`src/rtl/ram64_arbiter_if.sv`:
```
// Requester and RAM64 port bundle for ram64_arbiter.
// The slave modport is the arbiter side; the master modport is the requester/RAM environment side.
interface ram64_arbiter_if #(
  parameter int DW = 16,
  parameter int AW = 6
);
  logic          req0;
  logic          we0;
  logic [AW-1:0] addr0;
  logic [DW-1:0] wdata0;
  logic          gnt0;
  logic          done0;
  logic [DW-1:0] rdata0;
  logic          req1;
  logic          we1;
  logic [AW-1:0] addr1;
  logic [DW-1:0] wdata1;
  logic          gnt1;
  logic          done1;
  logic [DW-1:0] rdata1;
  logic [DW-1:0] ram_in;
  logic [AW-1:0] ram_address;
  logic          ram_load;
  logic [DW-1:0] ram_out;
  logic          busy;

  modport slave (
    input  req0, we0, addr0, wdata0, req1, we1, addr1, wdata1, ram_out,
    output gnt0, done0, rdata0, gnt1, done1, rdata1,
    output ram_in, ram_address, ram_load, busy
  );

  modport master (
    output req0, we0, addr0, wdata0, req1, we1, addr1, wdata1, ram_out,
    input  gnt0, done0, rdata0, gnt1, done1, rdata1,
    input  ram_in, ram_address, ram_load, busy
  );
endinterface

```
`src/rtl/ram64_arbiter.sv`:
```
// Two-port arbiter/sequencer for a shared 64x16 RAM64 (sync write, comb read).
// Define ARB_FIXED_PRIO_EN for fixed priority (requester 0 wins ties); default is round-robin.
module ram64_arbiter #(
  parameter int DW = 16,
  parameter int AW = 6
) (
  input  logic            clk,
  input  logic            rst_n,
  ram64_arbiter_if.slave  bus
);

  typedef enum logic [1:0] {
    IDLE   = 2'd0,
    ACCESS = 2'd1,
    DONE   = 2'd2
  } state_t;

  state_t        state_r;
  state_t        state_nxt_s;
  logic          take_s;
  logic          win_s;
  logic          sel_we_s;
  logic [AW-1:0] sel_addr_s;
  logic [DW-1:0] sel_wdata_s;
  logic          id_r;
  logic          we_r;
  logic          gnt0_r;
  logic          gnt1_r;
  logic          done0_r;
  logic          done1_r;
  logic          ram_load_r;
  logic          busy_r;
  logic [AW-1:0] ram_address_r;
  logic [DW-1:0] ram_in_r;
  logic [DW-1:0] rdata0_r;
  logic [DW-1:0] rdata1_r;
`ifndef ARB_FIXED_PRIO_EN
  logic          last_r;
`endif

  // Winner selection and mux of the winning command
  always_comb begin
    win_s = 1'b0;
`ifdef ARB_FIXED_PRIO_EN
    if (bus.req0) begin
      win_s = 1'b0;
    end else begin
      win_s = 1'b1;
    end
`else
    if (bus.req0 && bus.req1) begin
      win_s = ~last_r;
    end else if (bus.req1) begin
      win_s = 1'b1;
    end else begin
      win_s = 1'b0;
    end
`endif
    if (win_s) begin
      sel_we_s    = bus.we1;
      sel_addr_s  = bus.addr1;
      sel_wdata_s = bus.wdata1;
    end else begin
      sel_we_s    = bus.we0;
      sel_addr_s  = bus.addr0;
      sel_wdata_s = bus.wdata0;
    end
  end

  // Next-state logic; arbitration happens in both IDLE and DONE
  always_comb begin
    state_nxt_s = state_r;
    take_s      = 1'b0;
    case (state_r)
      IDLE, DONE: begin
        if (bus.req0 || bus.req1) begin
          take_s      = 1'b1;
          state_nxt_s = ACCESS;
        end else begin
          state_nxt_s = IDLE;
        end
      end
      ACCESS: begin
        state_nxt_s = DONE;
      end
      default: begin
        state_nxt_s = IDLE;
      end
    endcase
  end

  // State, latched command and registered outputs
  always_ff @(posedge clk or negedge rst_n) begin
    if (!rst_n) begin
      state_r       <= IDLE;
      id_r          <= 1'b0;
      we_r          <= 1'b0;
      gnt0_r        <= 1'b0;
      gnt1_r        <= 1'b0;
      done0_r       <= 1'b0;
      done1_r       <= 1'b0;
      ram_load_r    <= 1'b0;
      busy_r        <= 1'b0;
      ram_address_r <= {AW{1'b0}};
      ram_in_r      <= {DW{1'b0}};
      rdata0_r      <= {DW{1'b0}};
      rdata1_r      <= {DW{1'b0}};
`ifndef ARB_FIXED_PRIO_EN
      last_r        <= 1'b1;
`endif
    end else begin
      state_r    <= state_nxt_s;
      busy_r     <= (state_nxt_s != IDLE);
      gnt0_r     <= take_s & ~win_s;
      gnt1_r     <= take_s & win_s;
      ram_load_r <= take_s & sel_we_s;
      done0_r    <= (state_r == ACCESS) & ~id_r;
      done1_r    <= (state_r == ACCESS) & id_r;
      if (take_s) begin
        id_r          <= win_s;
        we_r          <= sel_we_s;
        ram_address_r <= sel_addr_s;
        ram_in_r      <= sel_wdata_s;
`ifndef ARB_FIXED_PRIO_EN
        last_r        <= win_s;
`endif
      end
      // Combinational RAM read is captured at the edge ending ACCESS
      if ((state_r == ACCESS) && !we_r) begin
        if (id_r) begin
          rdata1_r <= bus.ram_out;
        end else begin
          rdata0_r <= bus.ram_out;
        end
      end
    end
  end

  assign bus.gnt0        = gnt0_r;
  assign bus.gnt1        = gnt1_r;
  assign bus.done0       = done0_r;
  assign bus.done1       = done1_r;
  assign bus.rdata0      = rdata0_r;
  assign bus.rdata1      = rdata1_r;
  assign bus.ram_load    = ram_load_r;
  assign bus.ram_address = ram_address_r;
  assign bus.ram_in      = ram_in_r;
  assign bus.busy        = busy_r;

endmodule

```
`src/flat_wrapper.sv`:
```
// flat-port wrapper written by rule: the top's interface ports become plain ports
module ram64_arbiter_flat 
#(
  parameter int DW = 16,
  parameter int AW = 6
)
  (clk, rst_n, bus_req0, bus_we0, bus_addr0, bus_wdata0, bus_req1, bus_we1, bus_addr1, bus_wdata1, bus_ram_out, bus_gnt0, bus_done0, bus_rdata0, bus_gnt1, bus_done1, bus_rdata1, bus_ram_in, bus_ram_address, bus_ram_load, bus_busy);
  ram64_arbiter_if #(.DW(DW), .AW(AW)) bus_i ();
  input  logic clk;
  input  logic rst_n;
  input wire logic [$bits(bus_i.req0)-1:0] bus_req0;
  input wire logic [$bits(bus_i.we0)-1:0] bus_we0;
  input wire logic [$bits(bus_i.addr0)-1:0] bus_addr0;
  input wire logic [$bits(bus_i.wdata0)-1:0] bus_wdata0;
  input wire logic [$bits(bus_i.req1)-1:0] bus_req1;
  input wire logic [$bits(bus_i.we1)-1:0] bus_we1;
  input wire logic [$bits(bus_i.addr1)-1:0] bus_addr1;
  input wire logic [$bits(bus_i.wdata1)-1:0] bus_wdata1;
  input wire logic [$bits(bus_i.ram_out)-1:0] bus_ram_out;
  output wire logic [$bits(bus_i.gnt0)-1:0] bus_gnt0;
  output wire logic [$bits(bus_i.done0)-1:0] bus_done0;
  output wire logic [$bits(bus_i.rdata0)-1:0] bus_rdata0;
  output wire logic [$bits(bus_i.gnt1)-1:0] bus_gnt1;
  output wire logic [$bits(bus_i.done1)-1:0] bus_done1;
  output wire logic [$bits(bus_i.rdata1)-1:0] bus_rdata1;
  output wire logic [$bits(bus_i.ram_in)-1:0] bus_ram_in;
  output wire logic [$bits(bus_i.ram_address)-1:0] bus_ram_address;
  output wire logic [$bits(bus_i.ram_load)-1:0] bus_ram_load;
  output wire logic [$bits(bus_i.busy)-1:0] bus_busy;
  assign bus_i.req0 = bus_req0;
  assign bus_i.we0 = bus_we0;
  assign bus_i.addr0 = bus_addr0;
  assign bus_i.wdata0 = bus_wdata0;
  assign bus_i.req1 = bus_req1;
  assign bus_i.we1 = bus_we1;
  assign bus_i.addr1 = bus_addr1;
  assign bus_i.wdata1 = bus_wdata1;
  assign bus_i.ram_out = bus_ram_out;
  assign bus_gnt0 = bus_i.gnt0;
  assign bus_done0 = bus_i.done0;
  assign bus_rdata0 = bus_i.rdata0;
  assign bus_gnt1 = bus_i.gnt1;
  assign bus_done1 = bus_i.done1;
  assign bus_rdata1 = bus_i.rdata1;
  assign bus_ram_in = bus_i.ram_in;
  assign bus_ram_address = bus_i.ram_address;
  assign bus_ram_load = bus_i.ram_load;
  assign bus_busy = bus_i.busy;
  ram64_arbiter #(.DW(DW), .AW(AW)) u_core (.clk(clk), .rst_n(rst_n), .bus(bus_i));
endmodule
```
`config.mk`:
```
export PLATFORM = sky130hd
export DESIGN_NAME = ram64_arbiter_flat
export DESIGN_NICKNAME = d
export VERILOG_FILES = /design/src/rtl/ram64_arbiter_if.sv /design/src/rtl/ram64_arbiter.sv /design/src/flat_wrapper.sv
export SDC_FILE = /design/constraint.sdc
export NUM_CORES = 1
export LEC_CHECK = 0
export ABC_AREA = 1
export ABC_CLOCK_PERIOD_IN_PS = 1700
export CAP_MARGIN = 40
export CELL_PAD_IN_SITES_DETAIL_PLACEMENT = 0
export CELL_PAD_IN_SITES_GLOBAL_PLACEMENT = 1
export CORE_UTILIZATION = 30
export DETAILED_ROUTE_END_ITERATION = 10
export PLACE_DENSITY_LB_ADDON = 0.1
export SYNTH_ARGS = -nofsm -noshare
export SYNTH_HDL_FRONTEND = slang
export SYNTH_SLANG_ARGS = --single-unit
```
`constraint.sdc`:
```
create_clock -name clk -period 1.7 [get_ports clk]
set_input_delay 0.17 -clock clk [delete_from_list [all_inputs] [get_ports clk]]
set_output_delay 0.17 -clock clk [all_outputs]
set_load 0.1 [all_outputs]
```
; Yosys cells after proc, flatten, opt, wreduce, memory -nomap -nowiden
; Index checks and enable logic that the tools add are counted.
[totals]
ff_bits = 65
latchBits = 0
mem_bits_rw = 0
mem_bits_ro = 0
input_bits = 66
mem_count = 0
[op_classes]
add_sub_neg = 0
n_mul = 0
n_div = 0
order_cmp = 0
n_eq_ne = 2
n_shift = 0
mux = 9
n_bitwise = 8
n_reduce_logical = 9
[op_table]
columns = op, n
row1 = 2-to-1 mux 16 bit, 1
row2 = 2-to-1 mux 1 bit, 6
row3 = 2-to-1 mux 6 bit, 1
row4 = bitwise AND 1 bit, 5
row5 = one-hot mux 2 bit (2 select lines), 1
row6 = AND reduction 2 bit, 2
row7 = inverter 1 bit, 3
row8 = "equality test 2 x 1 -> 1 bit, second input constant", 1
row9 = "equality test 2 bit, second input constant", 1
row10 = logical AND 1 bit, 2
row11 = logical NOT 2 bit, 1
row12 = nonzero test 2 bit, 1
row13 = OR reduction 2 bit, 1
row14 = logical NOT 1 bit, 1
row15 = logical OR 1 bit, 1

; Logic depth before layout (Yosys ltp)
; Gate-level depths: netlist of the first run.
[depth]
ltp_word = 4
depth_mapped = 6

; Worst setup path before layout of the first run
; Ideal clock, no wire load.
[synth_path]
path_type = register to register
startpoint = reg u_core.last_r
endpoint = reg u_core.ram_address_r[1] (netlist: u_core.bus.ram_address[1])
t_arrival_ns = 1.119
path_slack_ns = 0.511
stages_incl_launch_ff = 6
synth_period_minus_slack_ns = 1.189
cell_sequence = dfstp_2 nand2_1 nand2_1 buf_2 nand3_1 nand3_1
[synth_via]
elab_chain_len = 3
[synth_rtl]
columns = element, line
row1 = from (decl), ram64_arbiter.sv:38  ; logic last_r;
row2 = from (signal assigned), ram64_arbiter.sv:125  ; last_r <= win_s;
row3 = inverter 1 bit, ram64_arbiter.sv:52  ; win_s = ~last_r;
row4 = 2-to-1 mux 1 bit, ram64_arbiter.sv:51  ; if (bus.req0 && bus.req1) begin
row5 = 2-to-1 mux 6 bit, ram64_arbiter.sv:59  ; if (win_s) begin
row6 = to (signal assigned), ram64_arbiter.sv:104  ; ram_address_r <= {AW{1'b0}};
row7 = to (signal assigned), ram64_arbiter.sv:122  ; ram_address_r <= sel_addr_s;
row8 = to (decl), ram64_arbiter.sv:33  ; logic [AW-1:0] ram_address_r;
; Every way passes these cells.
; A chain may end at the register's enable or synchronous reset.

; Worst setup path in the final report of the first run
[layout_path]
startpoint = reg u_core.state_r[0]
endpoint = reg u_core.rdata1_r[8] (netlist: u_core.bus.rdata1[8])
[layout_via]
elab_chain_len = 3
[layout_rtl]
columns = element, line
row1 = from (decl), ram64_arbiter.sv:18  ; state_t state_r;
row2 = from (signal assigned), ram64_arbiter.sv:112  ; state_r <= state_nxt_s;
row3 = equality test 2 x 1 -> 1 bit, ram64_arbiter.sv:129  ; if ((state_r == ACCESS) && !we_r) begin
row4 = logical AND 1 bit, ram64_arbiter.sv:129
row5 = AND reduction 2 bit (no source line), --
row6 = to (signal assigned), ram64_arbiter.sv:107  ; rdata1_r <= {DW{1'b0}};
row7 = to (signal assigned), ram64_arbiter.sv:131  ; rdata1_r <= bus.ram_out;
row8 = to (decl), ram64_arbiter.sv:36  ; logic [DW-1:0] rdata1_r;
; Every way passes these cells.

==> reports/qor.csv, run 1 <==
stage,metric,value,unit
placed_design,post-DP HPWL,5.71,mm
setup_path,Reg-to-Reg Start,u_core.state_r[0],
synth,most frequent cells after synthesis,"93 x nand2_1, 64 x dfrtp_1, 55 x nand4_1, 46 x nand3_1, 14 x buf_2",
synth,register area share after synthesis,59.0,%
grt,first-pass GRT wire length,13.7,mm
run,MaxCap Viol Count,0,
synth,post-synthesis compound-gate area fraction,0.499,%
setup_path,Worst Setup Path Type,flip-flop to flip-flop,
synth,adder-cell share of the synthesized area,0,%
layout,Nets,496,
timing,TNS Setup,0,ns
synth,most common cell in the netlist,nand2_1,
synth,syn avg cell area,9.20,sq um
floorplanning,initial core utilization,31.3,%
cts,CTS tree,done,
pwr,Worst IR Drop VDD,0.884,mV
detailed_routing,drt total wl,8.16,mm
synth,Synth Area in XOR/XNOR,0,%
setup_path,Required @ worst endpoint,1.91,ns
cts,clock buffer count from CTS,9,
grt,GRT overflow,0,
synth,Post-Syn Area,0.00276,sq mm
pwr,Switch Pwr,0.00547,W
cts,# hold bufs at CTS,1,
pwr,Sw Share,56.8,%
setup_path,crit path cell chain,"inv_2, nor2_8, nand3_2, nand2_1, nand2_1",
setup_path,"Slowest-stage cell, CP",dfrtp_1,
setup_path,CP Max Fanout,16,
setup_path,Reg2Reg Depth,5,
layout,Area Overhead vs Synth,55.9,%
floorplanning,Die Span Y,97.9,microns
pwr,Seq pwr share,25.0,%
setup_path,Worst path max stage delay,0.40,ns
timing,Worst-Margin Slew,0.594,ns
placed_design,input/output buffers,125,
timing,hold_ws,0.391,ns
pwr,internal power,0.00416,W
detailed_routing,Post-DRT Antenna Nets,0,
floorplanning,I/O pin count,126,
pwr,Static Leak,2.10,nW
setup_path,"delay-heaviest family, CP",simple AND/OR/NAND/NOR gates,
cts,TritonCTS Sinks,65,
cts,clk slew on worst S/H paths,0.07,ns
layout,Layout Cells excl Fill,542,
detailed_routing,Avg WL per Cell,15.1,microns
grt,initial antenna violation count,0,
synth,count of cell types in the netlist,16,
setup_path,CP dominant cell by count,nand2_1,
floorplanning,row count,34,
placed_design,Post-Place Cells,526,
synth,Yosys reg bits,65,
pwr,Clock power frac,15.7,%
synth,"Async S/R FF share, synth",100,%
detailed_routing,via count,2648,
setup_path,Startpoint Class,flip-flop,
cts,post-CTS resize count,0,
layout,post-route cell area,0.00430,sq mm
detailed_routing,Iter 0 DRT Violations,73,
placed_design,GPL Wtd Cong,0.779,
timing,Final setup viols,0,
synth,synth warn,0,
timing,RSZ-0062 raised after global routing,false,
grt,vias in the first global route,2703,
timing,Fin. Hold Viols,0,
setup_path,reg2reg setup slack,0.26,ns
synth,cells after synthesis,300,
cts,clk buf depth,2,
synth,number of synthesized flops with an enable pin,0,
timing,worst clock skew,0.00888,ns
detailed_routing,drt first pass iters,7,
synth,Yosys top cell area share,58.0,%
timing,Max Freq,694,MHz
pwr,Power Density,2240,mW/mm^2
synth,largest cells by area after synthesis,"dfrtp_1 58%, nand2_1 13%, nand4_1 12%, nand3_1 8.3%, buf_2 2.5%",
layout,Diodes inserted,0,
cts,CTS root buf,clkbuf_8,
synth,main combinational cell family by area after synthesis,simple AND/OR/NAND/NOR gates,
floorplanning,die area,0.00959,sq mm
run_status,status,"complete, but fails checks",
grt,GRT Total Usage,18.0,%
pwr,Combinational Power Share,59.3,%
placed_design,dpl cell area,0.00406,sq mm
synth,Synth Area in Simple Gates,35.8,%
timing,crit share post-route,84.8,%
cts,post-CTS setup buffer count,0,
grt,largest net degree at the start of global routing,46,
timing,Max Slew Vio Count,0,
setup_path,Reg-to-Reg End,u_core.bus.rdata1[8],
timing,min Tclk post-route,1.44,ns
synth,"Primary FF master, synth",dfrtp_1,
setup_path,Worst setup EP type,flip-flop,
synth,syn_nets,366,
layout,proportion of layout cells with a drive suffix above 1,23.0,%
setup_path,data arrival time at the worst-slack endpoint,1.65,ns
cts,clk_lat worst skew,0.33,ns
pwr,total power draw,0.00963,W
run_status,failing checks,design-rule violations,
detailed_routing,DRC Markers,6,
synth,post-synthesis mux area share,0,%
floorplanning,CORE AREA,0.00881,sq mm
cts,H-tree lvl count,3,
detailed_routing,vias per cell,4.89,
setup_path,CP Buf/Inv Count,1,
synth,Yosys top cell by area,dfrtp_1,
worst_hold_path,min-delay worst type,input port to async pin,
floorplanning,width of the die,97.9,microns
timing,Worst slew margin,60.4,%
## kinds of logic (layout without fill, tap and decap cells)
| kind of cell | Yosys count | after routing |
|---|---|---|
| and+or+nand+nor | 203 | 203 |
| DFF | 65 | 65 |
| buffers and inverters | 30 | 164 |
| AOI/OAI and AO/OA | 2 | 2 |
## cell usage in the layout (no fill, tap or decap)
| cell type | synthesis | final |
|---|---|---|
| o21ai_2 | 1 | 1 |
| nand2_1 | 93 | 93 |
| buf_12 | 0 | 4 |
| clkinv_1 | 1 | 1 |
| o21ai_0 | 1 | 1 |
| nand3_2 | 2 | 2 |
| nor2_8 | 1 | 1 |
| buf_4 | 0 | 74 |
| nor2_2 | 1 | 1 |
| clkdlybuf4s50_1 | 0 | 64 |
| bufinv_16 | 0 | 2 |
| inv_1 | 3 | 3 |
| nor2_1 | 5 | 5 |
| nand4_1 | 55 | 55 |
| clkbuf_8 | 0 | 12 |
| dfstp_2 | 1 | 1 |
| nand3_1 | 46 | 46 |
| inv_2 | 2 | 2 |
| dfrtp_1 | 64 | 64 |
| clkbuf_1 | 10 | 1 |
| dlygate4sd3_1 | 0 | 1 |
## worst max-delay path by stage
| stage | start | cells after the start | end | slack [ns] |
|---|---|---|---|---|
| CTS | u_core.state_r[0] | 5 | u_core.bus.rdata1[8] | 0.21 |
| global placement | bus_req1 | 6 | u_core.we_r | 0.22 |
| finish | u_core.state_r[0] | 5 | u_core.bus.rdata1[8] | 0.26 |
| floorplan | u_core.last_r | 5 | u_core.bus.ram_address[1] | 0.51 |
| global route | u_core.state_r[0] | 5 | u_core.bus.rdata1[13] | 0.07 |
| detailed placement | bus_req1 | 5 | u_core.bus.ram_in[8] | 0.18 |
## flip-flops by register name, indices dropped and copies added (netlist names), 2 cells and up
signal and cells:
u_core.state_r 2, u_core.bus.rdata1 16, u_core.bus.ram_address 6, u_core.bus.ram_in 16, u_core.bus.rdata0 16
## cell type report
class / count / area, sq um
Multi-Input combinational cell: 205 / 1000
Fill cell: 871 / 4500
Clock inverter: 2 / 60.1
Clock buffer: 13 / 169
Tap cell: 108 / 135
Timing Repair Buffer: 143 / 1290
Sequential cell: 65 / 1630
Inverter: 6 / 22.5
## through the flow
step	utilization [%]	worst slack [ns]
global placement	46.1	0.221
floorplan	-	0.511
CTS	48.9	0.213
finish	48.9	0.258
detailed placement	46.1	0.177
global route	48.9	0.0746
## routing by layer
| layer | part of all wire, % | vias to the layer above | global-route usage, % |
|---|---|---|---|
| met3 | 6.5 | 10 | 4.37 |
| li1 | - | 1306 | - |
| met2 | 45 | 109 | 28.7 |
| met4 | 1.2 | 0 | 5.94 |
| met5 | 0 | - | 0 |
| met1 | 47 | 1223 | 24.2 |
## power groups by stage
stage | Sequential [W] | Clock [W] | Combinational (W)
4_1_cts | 0.00241 | 0.00155 | 0.00574
2_1_floorplan | 0.00603 | 0 | 0.000700
6_report | 0.00241 | 0.00151 | 0.00571
3_5_place_dp | 0.00242 | 0 | 0.00575
3_3_place_gp | 0.00243 | 0 | 0.00572
5_1_grt | 0.00247 | 0.00161 | 0.00593
Power figures use the tool's default switching activity.
==> run 2: changes to the inputs <==
Settings changed: ABC_CLOCK_PERIOD_IN_PS 1700 to 1200, CORE_UTILIZATION 30 to 27.
Clock period 1.7 ns to 1.2 ns, I/O delays scaled along.
==> run 2 against run 1 <==
  * The flow now finishes without violations
  * Clock power is 5% higher
  * Hold slack worse by 0.19 ns
  * First-iteration DRC count is 37% lower
  * Clock-buffer cell count is 3 lower
  * Clock skew is 0.0032 ns higher
  * Combinational power is 75% higher
  * Largest cell class is now non-clock buffers
==> reports/qor.csv, run 2 (synthesized netlist as in run 1, its figures left out) <==
stage,metric,value,unit,change
run_status,status,finished clean,,"was complete, but fails checks"
worst_hold_path,min-delay worst type,input port to async pin,,unchanged
cts,clk buf depth,2,,unchanged
timing,crit share post-route,97.0,%,was 84.8%
floorplanning,CORE AREA,0.00982,sq mm,was 0.00881 sq mm
detailed_routing,drt total wl,8.96,mm,was 8.16 mm
floorplanning,I/O pin count,126,,unchanged
timing,Max Slew Vio Count,0,,unchanged
pwr,Worst IR Drop VDD,1.42,mV,was 0.884 mV
cts,clk slew on worst S/H paths,0.08,ns,was 0.07 ns
layout,post-route cell area,0.00523,sq mm,was 0.00430 sq mm
timing,Worst-Margin Slew,0.323,ns,was 0.594 ns
floorplanning,die area,0.0106,sq mm,was 0.00959 sq mm
pwr,total power draw,0.0154,W,was 0.00963 W
cts,TritonCTS Sinks,65,,unchanged
timing,worst clock skew,0.0120,ns,was 0.00888 ns
timing,Worst slew margin,78.5,%,was 60.4%
pwr,Static Leak,2.43,nW,was 2.10 nW
layout,most frequent cells in the layout,"91 x nand2_1, 65 x buf_12, 64 x clkdlybuf4s50_1, 64 x dfrtp_1, 55 x nand4_1",,"was 93 x nand2_1, 74 x buf_4, 64 x clkdlybuf4s50_1, 64 x dfrtp_1, 55 x nand4_1"
detailed_routing,Avg WL per Cell,15.3,microns,was 15.1 microns
timing,Setup WS post-layout,0.0358,ns,was 0.258 ns
setup_path,data arrival time at the worst-slack endpoint,1.38,ns,was 1.65 ns
placed_design,GPL Wtd Cong,0.705,,was 0.779
setup_path,CP dominant cell by count,buf_4,,was nand2_1
setup_path,Required @ worst endpoint,1.41,ns,was 1.91 ns
layout,Nets,513,,was 496
placed_design,post-DP HPWL,6.07,mm,was 5.71 mm
timing,min Tclk post-route,1.16,ns,was 1.44 ns
floorplanning,Die Span Y,103,microns,was 97.9 microns
timing,Max Freq,859,MHz,was 694 MHz
setup_path,Worst Setup Path Type,flip-flop to flip-flop,,unchanged
detailed_routing,DRC Markers,0,,was 6
timing,Final setup viols,0,,unchanged
floorplanning,row count,36,,was 34
detailed_routing,drt first pass iters,4,,was 7
run,MaxCap Viol Count,0,,unchanged
layout,"commonest non-fill, non-tap cell in the layout",nand2_1,,unchanged
layout,Util after Layout,53.3,%,was 48.9%
detailed_routing,via count,2764,,was 2648
layout,Area Overhead vs Synth,89.5,%,was 55.9%
setup_path,Worst setup EP type,flip-flop,,unchanged
layout,filler cell count,945,,was 871
setup_path,Worst path max stage delay,0.42,ns,was 0.40 ns
detailed_routing,Iter 0 DRT Violations,46,,was 73
cts,CTS tree,done,,unchanged
placed_design,DP Worst Slack,-0.187,ns,was 0.177 ns
cts,clk_lat worst skew,0.34,ns,was 0.33 ns
cts,H-tree lvl count,3,,unchanged
cts,CTS root buf,clkbuf_8,,unchanged
cts,clock buffer count from CTS,9,,unchanged
setup_path,CP Max Fanout,8,,was 16
detailed_routing,vias per cell,4.73,,was 4.89
placed_design,input/output buffers,125,,unchanged
setup_path,Reg2Reg Depth,6,,was 5
grt,initial antenna violation count,0,,unchanged
layout,Diodes inserted,0,,unchanged
pwr,Power Density,2940,mW/mm^2,was 2240 mW/mm^2
grt,GRT overflow,0,,unchanged
detailed_routing,Post-DRT Antenna Nets,0,,unchanged
setup_path,crit path cell chain,"inv_4, nor2_8, buf_4, buf_4, inv_1, nor2_1",,"was inv_2, nor2_8, nand3_2, nand2_1, nand2_1"
setup_path,Startpoint Class,flip-flop,,unchanged
grt,vias in the first global route,2756,,was 2703
floorplanning,initial core utilization,28.1,%,was 31.3%
grt,first-pass GRT wire length,13.8,mm,was 13.7 mm
timing,TNS Setup,0,ns,unchanged
placed_design,dpl cell area,0.00492,sq mm,was 0.00406 sq mm
layout,proportion of layout cells with a drive suffix above 1,26.4,%,was 23.0%
grt,GRT Total Usage,17.3,%,was 18.0%
setup_path,"Slowest-stage cell, CP",dfrtp_1,,unchanged
timing,Fin. Hold Viols,0,,unchanged
grt,largest net degree at the start of global routing,28,,was 46
floorplanning,width of the die,103,microns,was 97.9 microns
run 2: power breakdown:
group          total (W)  internal (W)  switching [W]
Combinational     0.0100       0.00349        0.00655
Clock            0.00159      0.000735       0.000858
Sequential       0.00376       0.00294       0.000822
run 2: area by class of cell:
cell class	count	area, sq um	share of cell area, %
sequential	65	1630	31.1
multi-input combinational	205	1020	19.5
clock buffer	10	128	2.44
clock inverter	5	33.8	0.646
timing repair buffer	160	2230	42.6
inverter	6	25.0	0.478
tap	133	166	3.18
run 2: path summary, 6_finish.rpt:
| kind | end | slack (ns) | start |
|---|---|---|---|
| min reg2reg | u_core.last_r | 0.49 | u_core.last_r |
| max in group asynchronous | u_core.bus.done0 | 0.50 | rst_n |
| min in group clk | u_core.bus.ram_in[1] | 0.36 | bus_wdata0[1] |
| min | u_core.bus.rdata1[11] | 0.21 | rst_n |
| max | u_core.bus.done0 | 0.04 | u_core.state_r[0] |
| max reg2reg | u_core.bus.done0 | 0.04 | u_core.state_r[0] |
run 2: worst max-delay path, delay by kind of cell (launching register included):
kind,cells,cell delay (ns)
AND/OR/NAND/NOR,2,0.10
flip-flops,1,0.42
buffers and inverters,4,0.53
run 2: repair_timing:
item	in CTS	in global routing
hold buffers	1	0
endpoints found under the setup margin	27	50
hold endpoints to repair	40	0
buffers inserted	3	3
pin swaps	1	3
cloned	0	3
resized for setup	0	9
run 2: routing by layer:
layer | track usage (%) | vias to the layer above | share of wire [%] | routed length [microns]
met5 | 0 | - | 0 | 0
met4 | 5.85 | 0 | 1.0 | 91
met3 | 5.63 | 8 | 8.0 | 717
met2 | 29.3 | 102 | 49 | 4360
met1 | 20.7 | 1320 | 42 | 3790
li1 | - | 1334 | - | -
run 2: per-stage QoR:
step	hold WS, ns	std cells
5_1_grt	0.225	584
6_report	0.205	584
3_5_place_dp	0.0410	559
2_1_floorplan	-0.176	300
3_3_place_gp	0.0415	559
4_1_cts	0.214	578
==> edit 1: new RTL, settings of run 1 <==
Re-encode `state_t` (3 states) as one-hot, 3 bits wide.
--- a/src/rtl/ram64_arbiter.sv
+++ b/src/rtl/ram64_arbiter.sv
@@ -10,8 +10,8 @@
 );
 
-  typedef enum logic [1:0] {
-    IDLE   = 2'd0,
-    ACCESS = 2'd1,
-    DONE   = 2'd2
+  typedef enum logic [2:0] {
+    IDLE   = 3'b001,
+    ACCESS = 3'b010,
+    DONE   = 3'b100
   } state_t;
 
Check against the original RTL: no difference found for any inputs over 10 cycles, from zero or initial values and one cycle with rst_n low; not proved beyond that.
==> edit 1 against run 1 <==
  * Sequential share of layout area up 0.31 points
  * Routed wire length down 10%
  * Setup slack better by 0.12 ns
  * Synthesized area up 2.0%
  * Sequential cell count up 1
  * Largest cell class unchanged
  * Critical path type unchanged
  * Cell area up 0.79%
  * Die area up 1.9%
Power is left out: the tool's default activity adds up to more than one toggle a clock period on the data nets, which glitch-free logic cannot reach.
==> edit 1: results (changes against run 1) <==
[outcome]
status = finished, final reports clean  ; was finished with violations

[route]
wire_per_inst_um = 12.7  ; was 15.1 um
first_pass_iters = 4  ; was 7
viasPerCell = 4.39  ; was 4.89
wl_um = 7310  ; was 8160 um
drt_iter0_drc = 71  ; was 73

[place]
dp_hpwl_um = 5170  ; was 5710 um
dp.cells = 559  ; was 526
dpl-instance-area_sq_mm = 0.00409  ; was 0.00406 sq mm
port_buffers = 125  ; unchanged
gp_congestion = 0.734  ; was 0.779

[clock_tree]
cts_buffers = 9  ; unchanged
cts_resized = 0  ; unchanged
cts_max_level = 3  ; unchanged
clkTransAtPathRegs_ns = 0.07  ; about the same

[global_route]
grt_pass1_vias = 2503  ; was 2703
grt_usage_pct = 15.8  ; was 18.0%
grt_pass1_wl_um = 12000  ; was 13700 um
grt_start_max_net_pins = 39  ; was 46
antenna_found_initial = 0  ; unchanged

[worst_hold_path]
hp-class = in2async  ; unchanged

[timing]
period_minus_slack_ns = 1.32  ; was 1.44 ns
tightest_slew_ns = 0.405  ; was 0.594 ns
fin_skew_ns = 0.00684  ; was 0.00888 ns

[critical_path]
cp.arrival_ns = 1.60  ; was 1.65 ns
crit_path_max_fanout = 18  ; was 16
r2r_slack_ns = 0.38  ; was 0.26 ns

[synthesis]
synthTopCellsByCount = 156 x nand2_1, 64 x dfrtp_1, 24 x inv_1  ; was 93 x nand2_1, 64 x dfrtp_1, 55 x nand4_1
yosysWarnings = 0  ; unchanged
synth_fp_nets = 397  ; was 366
synth_cells = 331  ; was 300
ys_types = 18  ; was 16
async_reset_ff_share_pct = 100  ; unchanged
seq_area_frac_synth_pct = 58.8  ; was 59.0%
synthTopCellsByArea = dfrtp_1 57%, nand2_1 21%, nand3_1 4.1%  ; was dfrtp_1 58%, nand2_1 13%, nand4_1 12%

[layout]
diodes = 0  ; unchanged
layout-drive-gt1-share_pct = 20.9  ; was 23.0%
fillers = 900  ; was 871
fin_nets = 529  ; was 496

==> edit 1: cell count changes after synthesis, sizes merged <==
cell and change:
nand2 +65, nand4 -53, o21ai +30, nand3 -25, inv +20, clkbuf -9
buf +2, clkinv -1, dfstp +1, nor3 +1
==> edit 1: final cells by class <==
| cell class | instances | area (sq um) | share of cell area, % |
|---|---|---|---|
| multi-input combinational | 223 | 958 | 22.1 |
| timing repair buffer | 138 | 1260 | 29.1 |
| clock buffer | 11 | 131 | 3.03 |
| clock inverter | 5 | 103 | 2.37 |
| sequential | 66 | 1650 | 38.1 |
| tap | 108 | 135 | 3.12 |
| inverter | 25 | 93.8 | 2.16 |
==> edit 1: logic make-up (layout without fill, tap and decap cells) <==
group	count (synthesis)	after routing	synth area share (%)
AOI/OAI and AO/OA	32	32	5.69
buffers and inverters	42	179	7.20
DFF	66	66	58.8
and+or+nand+nor	191	191	28.4
==> edit 1: metal layers <==
| layer | vias up | wire length (um) | part of all wire, % | GRT usage (%) |
|---|---|---|---|---|
| met2 | 94 | 3310 | 45 | 25.2 |
| met1 | 1135 | 3370 | 46 | 19.8 |
| met3 | 11 | 520 | 7.1 | 4.68 |
| met4 | 0 | 107 | 1.5 | 6.89 |
| met5 | - | 0 | 0 | 0 |
| li1 | 1289 | - | - | - |
==> edit 1: through the flow <==
stage                     worst slack (ns)  hold slack [ns]
final                                0.376            0.295
after global routing                 0.232            0.325
after CTS                            0.366            0.300
after detailed placement             0.183            0.136
after global placement               0.204            0.129
after floorplan                      0.477           -0.126
==> edit 1: worst max-delay path, cell delays in order (launching register included) <==
cell	delay [ns]
dfstp_2	0.55
nand2_1	0.05
nand2_1	0.13
nor2_2	0.06
nand2_2	0.06
buf_4	0.23
nand2_1	0.09
nand2_1	0.08
==> edit 1: path summary, 6_finish.rpt <==
kind	startpoint	endpoint	depth (start not counted)
worst max-delay path	u_core.state_r[0]$_DFF_PN1_	u_core.bus.ram_address[2]$_DFFE_PN0P_	7
worst min-delay path	rst_n	u_core.bus.rdata1[10]$_DFFE_PN0P_	2
worst max register to register	u_core.state_r[0]$_DFF_PN1_	u_core.bus.ram_address[2]$_DFFE_PN0P_	7
worst min register to register	u_core.last_r$_DFFE_PN1P_	u_core.last_r$_DFFE_PN1P_	2
max in group asynchronous	rst_n	u_core.state_r[0]$_DFF_PN1_	3
min in group clk	bus_ram_out[15]	u_core.bus.rdata1[15]$_DFFE_PN0P_	3
==> edit 2: new RTL, settings of run 1 <==
Made on the original files. `DW` is set to 16 in 3 places; all go to 24.
--- a/src/rtl/ram64_arbiter_if.sv
+++ b/src/rtl/ram64_arbiter_if.sv
@@ -2,5 +2,5 @@
 // The slave modport is the arbiter side; the master modport is the requester/RAM environment side.
 interface ram64_arbiter_if #(
-  parameter int DW = 16,
+  parameter int DW = 24,
   parameter int AW = 6
 );
--- a/src/rtl/ram64_arbiter.sv
+++ b/src/rtl/ram64_arbiter.sv
@@ -2,5 +2,5 @@
 // Define ARB_FIXED_PRIO_EN for fixed priority (requester 0 wins ties); default is round-robin.
 module ram64_arbiter #(
-  parameter int DW = 16,
+  parameter int DW = 24,
   parameter int AW = 6
 ) (
--- a/src/flat_wrapper.sv
+++ b/src/flat_wrapper.sv
@@ -2,5 +2,5 @@
 module ram64_arbiter_flat 
 #(
-  parameter int DW = 16,
+  parameter int DW = 24,
   parameter int AW = 6
 )
Interface: changed (6 resized); port bits go from 126 to 174. The function was not compared with the original's and may differ.
==> edit 2 against run 1 <==
  * Routed wire length grew 45%
  * Maximum frequency shrank 5.0%
  * Combinational power grew 44%
  * Die area increased by 37%
  * Power increased by 43%
  * Synthesized area rose by 38%
  * Sequential power grew 37%
  * Sequential cell count increased by 24
  * Sequential share of layout area is 0.34 points lower
  * Critical path type unchanged
  * Hold slack worse by 0.067 ns
  * Clock power up 49%
  * Cell area up 38%
  * Setup slack worse by 0.075 ns
==> edit 2: results (changes against run 1) <==
[outcome]
status = finished, final reports clean  ; was finished with violations

[synthesis]
synth_cells = 418  ; was 300
synthTopCellsByArea = dfrtp_1 58%, nand2_1 13%, nand4_1 13%  ; was dfrtp_1 58%, nand2_1 13%, nand4_1 12%
synth_fp_nets = 508  ; was 366
async_reset_ff_share_pct = 100  ; unchanged
ys_types = 16  ; unchanged
seq_area_frac_synth_pct = 58.7  ; was 59.0%
synthTopCellsByCount = 133 x nand2_1, 88 x dfrtp_1, 79 x nand4_1  ; was 93 x nand2_1, 64 x dfrtp_1, 55 x nand4_1
yosysWarnings = 0  ; unchanged

[layout]
layout-drive-gt1-share_pct = 21.7  ; was 23.0%
fillers = 1181  ; was 871
fin_nets = 676  ; was 496
final_cells = 758  ; was 542
diodes = 0  ; unchanged

[critical_path]
crit_path_max_fanout = 24  ; was 16
crit_path_start = u_core.state_r[0]$_DFF_PN0_  ; unchanged
r2r_slack_ns = 0.18  ; was 0.26 ns
endpoint = u_core.bus.rdata0[19]$_DFFE_PN0P_  ; was u_core.bus.rdata1[8]$_DFFE_PN0P_
reg2regPathDepth = 5  ; unchanged
timing.critical_path.slowest_cell_delay_ns = 0.44  ; was 0.40 ns
critPathKind = reg2reg  ; unchanged
critPathSlowestCell = nand3_2  ; was dfrtp_1

[route]
wire_per_inst_um = 15.6  ; was 15.1 um
num_vias = 3655  ; was 2648
first_pass_iters = 7  ; unchanged
drt_iter0_drc = 235  ; was 73

[place]
port_buffers = 173  ; was 125
gp_congestion = 0.772  ; was 0.779
dp.cells = 742  ; was 526
dp_hpwl_um = 8170  ; was 5710 um

[clock_tree]
cts_hold_buf = 1  ; unchanged
clockBufferDepth = 2  ; unchanged
clkTransAtPathRegs_ns = 0.06
clock_latency_ns = 0.33  ; about the same
cts_max_level = 3  ; unchanged
cts_buffers = 9  ; unchanged
post_cts.repair.setup_buffers = 0  ; unchanged
cts_resized = 0  ; unchanged
root_buffer = clkbuf_16  ; was clkbuf_8

[global_route]
grt_usage_pct = 18.8  ; was 18.0%
grt_pass1_wl_um = 19300  ; was 13700 um
antenna_found_initial = 0  ; unchanged
grt_pass1_vias = 3820  ; was 2703
grt_start_max_net_pins = 37  ; was 46

[timing]
fin_skew_ns = 0.00733  ; was 0.00888 ns
max-slew-margin-rel_pct = 63.4  ; was 60.4%
fmax_mhz = 659  ; was 694 MHz

[power_and_ir_drop]
power.leakage_nw = 2.87  ; was 2.10 nW
ir_worst_vdd_mv = 0.745  ; was 0.884 mV

[worst_hold_path]
hp-class = in2async  ; unchanged

## edit 2: cell types whose count changed in the layout (fill, tap and decap cells not counted), moves of 16 or more
cell	before	now
nand2_1	93	133
buf_4	74	99
clkdlybuf4s50_1	64	88
dfrtp_1	64	88
nand4_1	55	79
nand3_1	46	62
## edit 2: cells by family after synthesis
family,after synthesis,synth area share [%]
buffers and inverters,44,5.14
AND/OR/NAND/NOR,283,35.8
flip-flops,89,58.7
AO/OA/AOI/OAI,2,0.362
## edit 2: report_power, final
part	internal, mW	leakage [nW]	switching (mW)	total [mW]
combinational	1.60	1.63	6.65	8.24
clock	1.43	0.155	0.821	2.25
sequential	2.87	1.09	0.435	3.30
## edit 2: cell type report
cell class | instances | area share, %
Inverter | 6 | 0.379
Tap cell | 168 | 3.54
Clock buffer | 10 | 3.85
Clock inverter | 5 | 1.77
Multi-Input combinational cell | 285 | 23.1
Sequential cell | 89 | 37.5
Timing Repair Buffer | 195 | 29.9
## edit 2: through the flow
step	instance area, sq um	util (%)	power [mW]	hold slack (ns)	setup WS [ns]
global route	5940	48.9	14.4	0.349	0.00331
floorplan	3800	-	9.59	-0.126	0.525
CTS	5940	48.9	13.9	0.336	0.159
detailed placement	5600	46.0	11.6	0.146	0.172
finish	5940	48.9	13.8	0.324	0.183
global placement	5600	46.0	11.6	0.147	0.259
## edit 2: critical path, delay by kind of cell, from the launching register on
family	cells	cell delay, ns
AND/OR/NAND/NOR	4	0.86
flip-flops	1	0.39
buffers and inverters	1	0.14
## edit 2: metal layers
layer / global-route usage [%] / up-vias / share of wire, %
met5: 0 / - / 0
met3: 5.56 / 10 / 7.8
met1: 23.7 / 1722 / 44
met4: 5.45 / 0 / 1.1
li1: - / 1787 / -
met2: 31.3 / 136 / 47
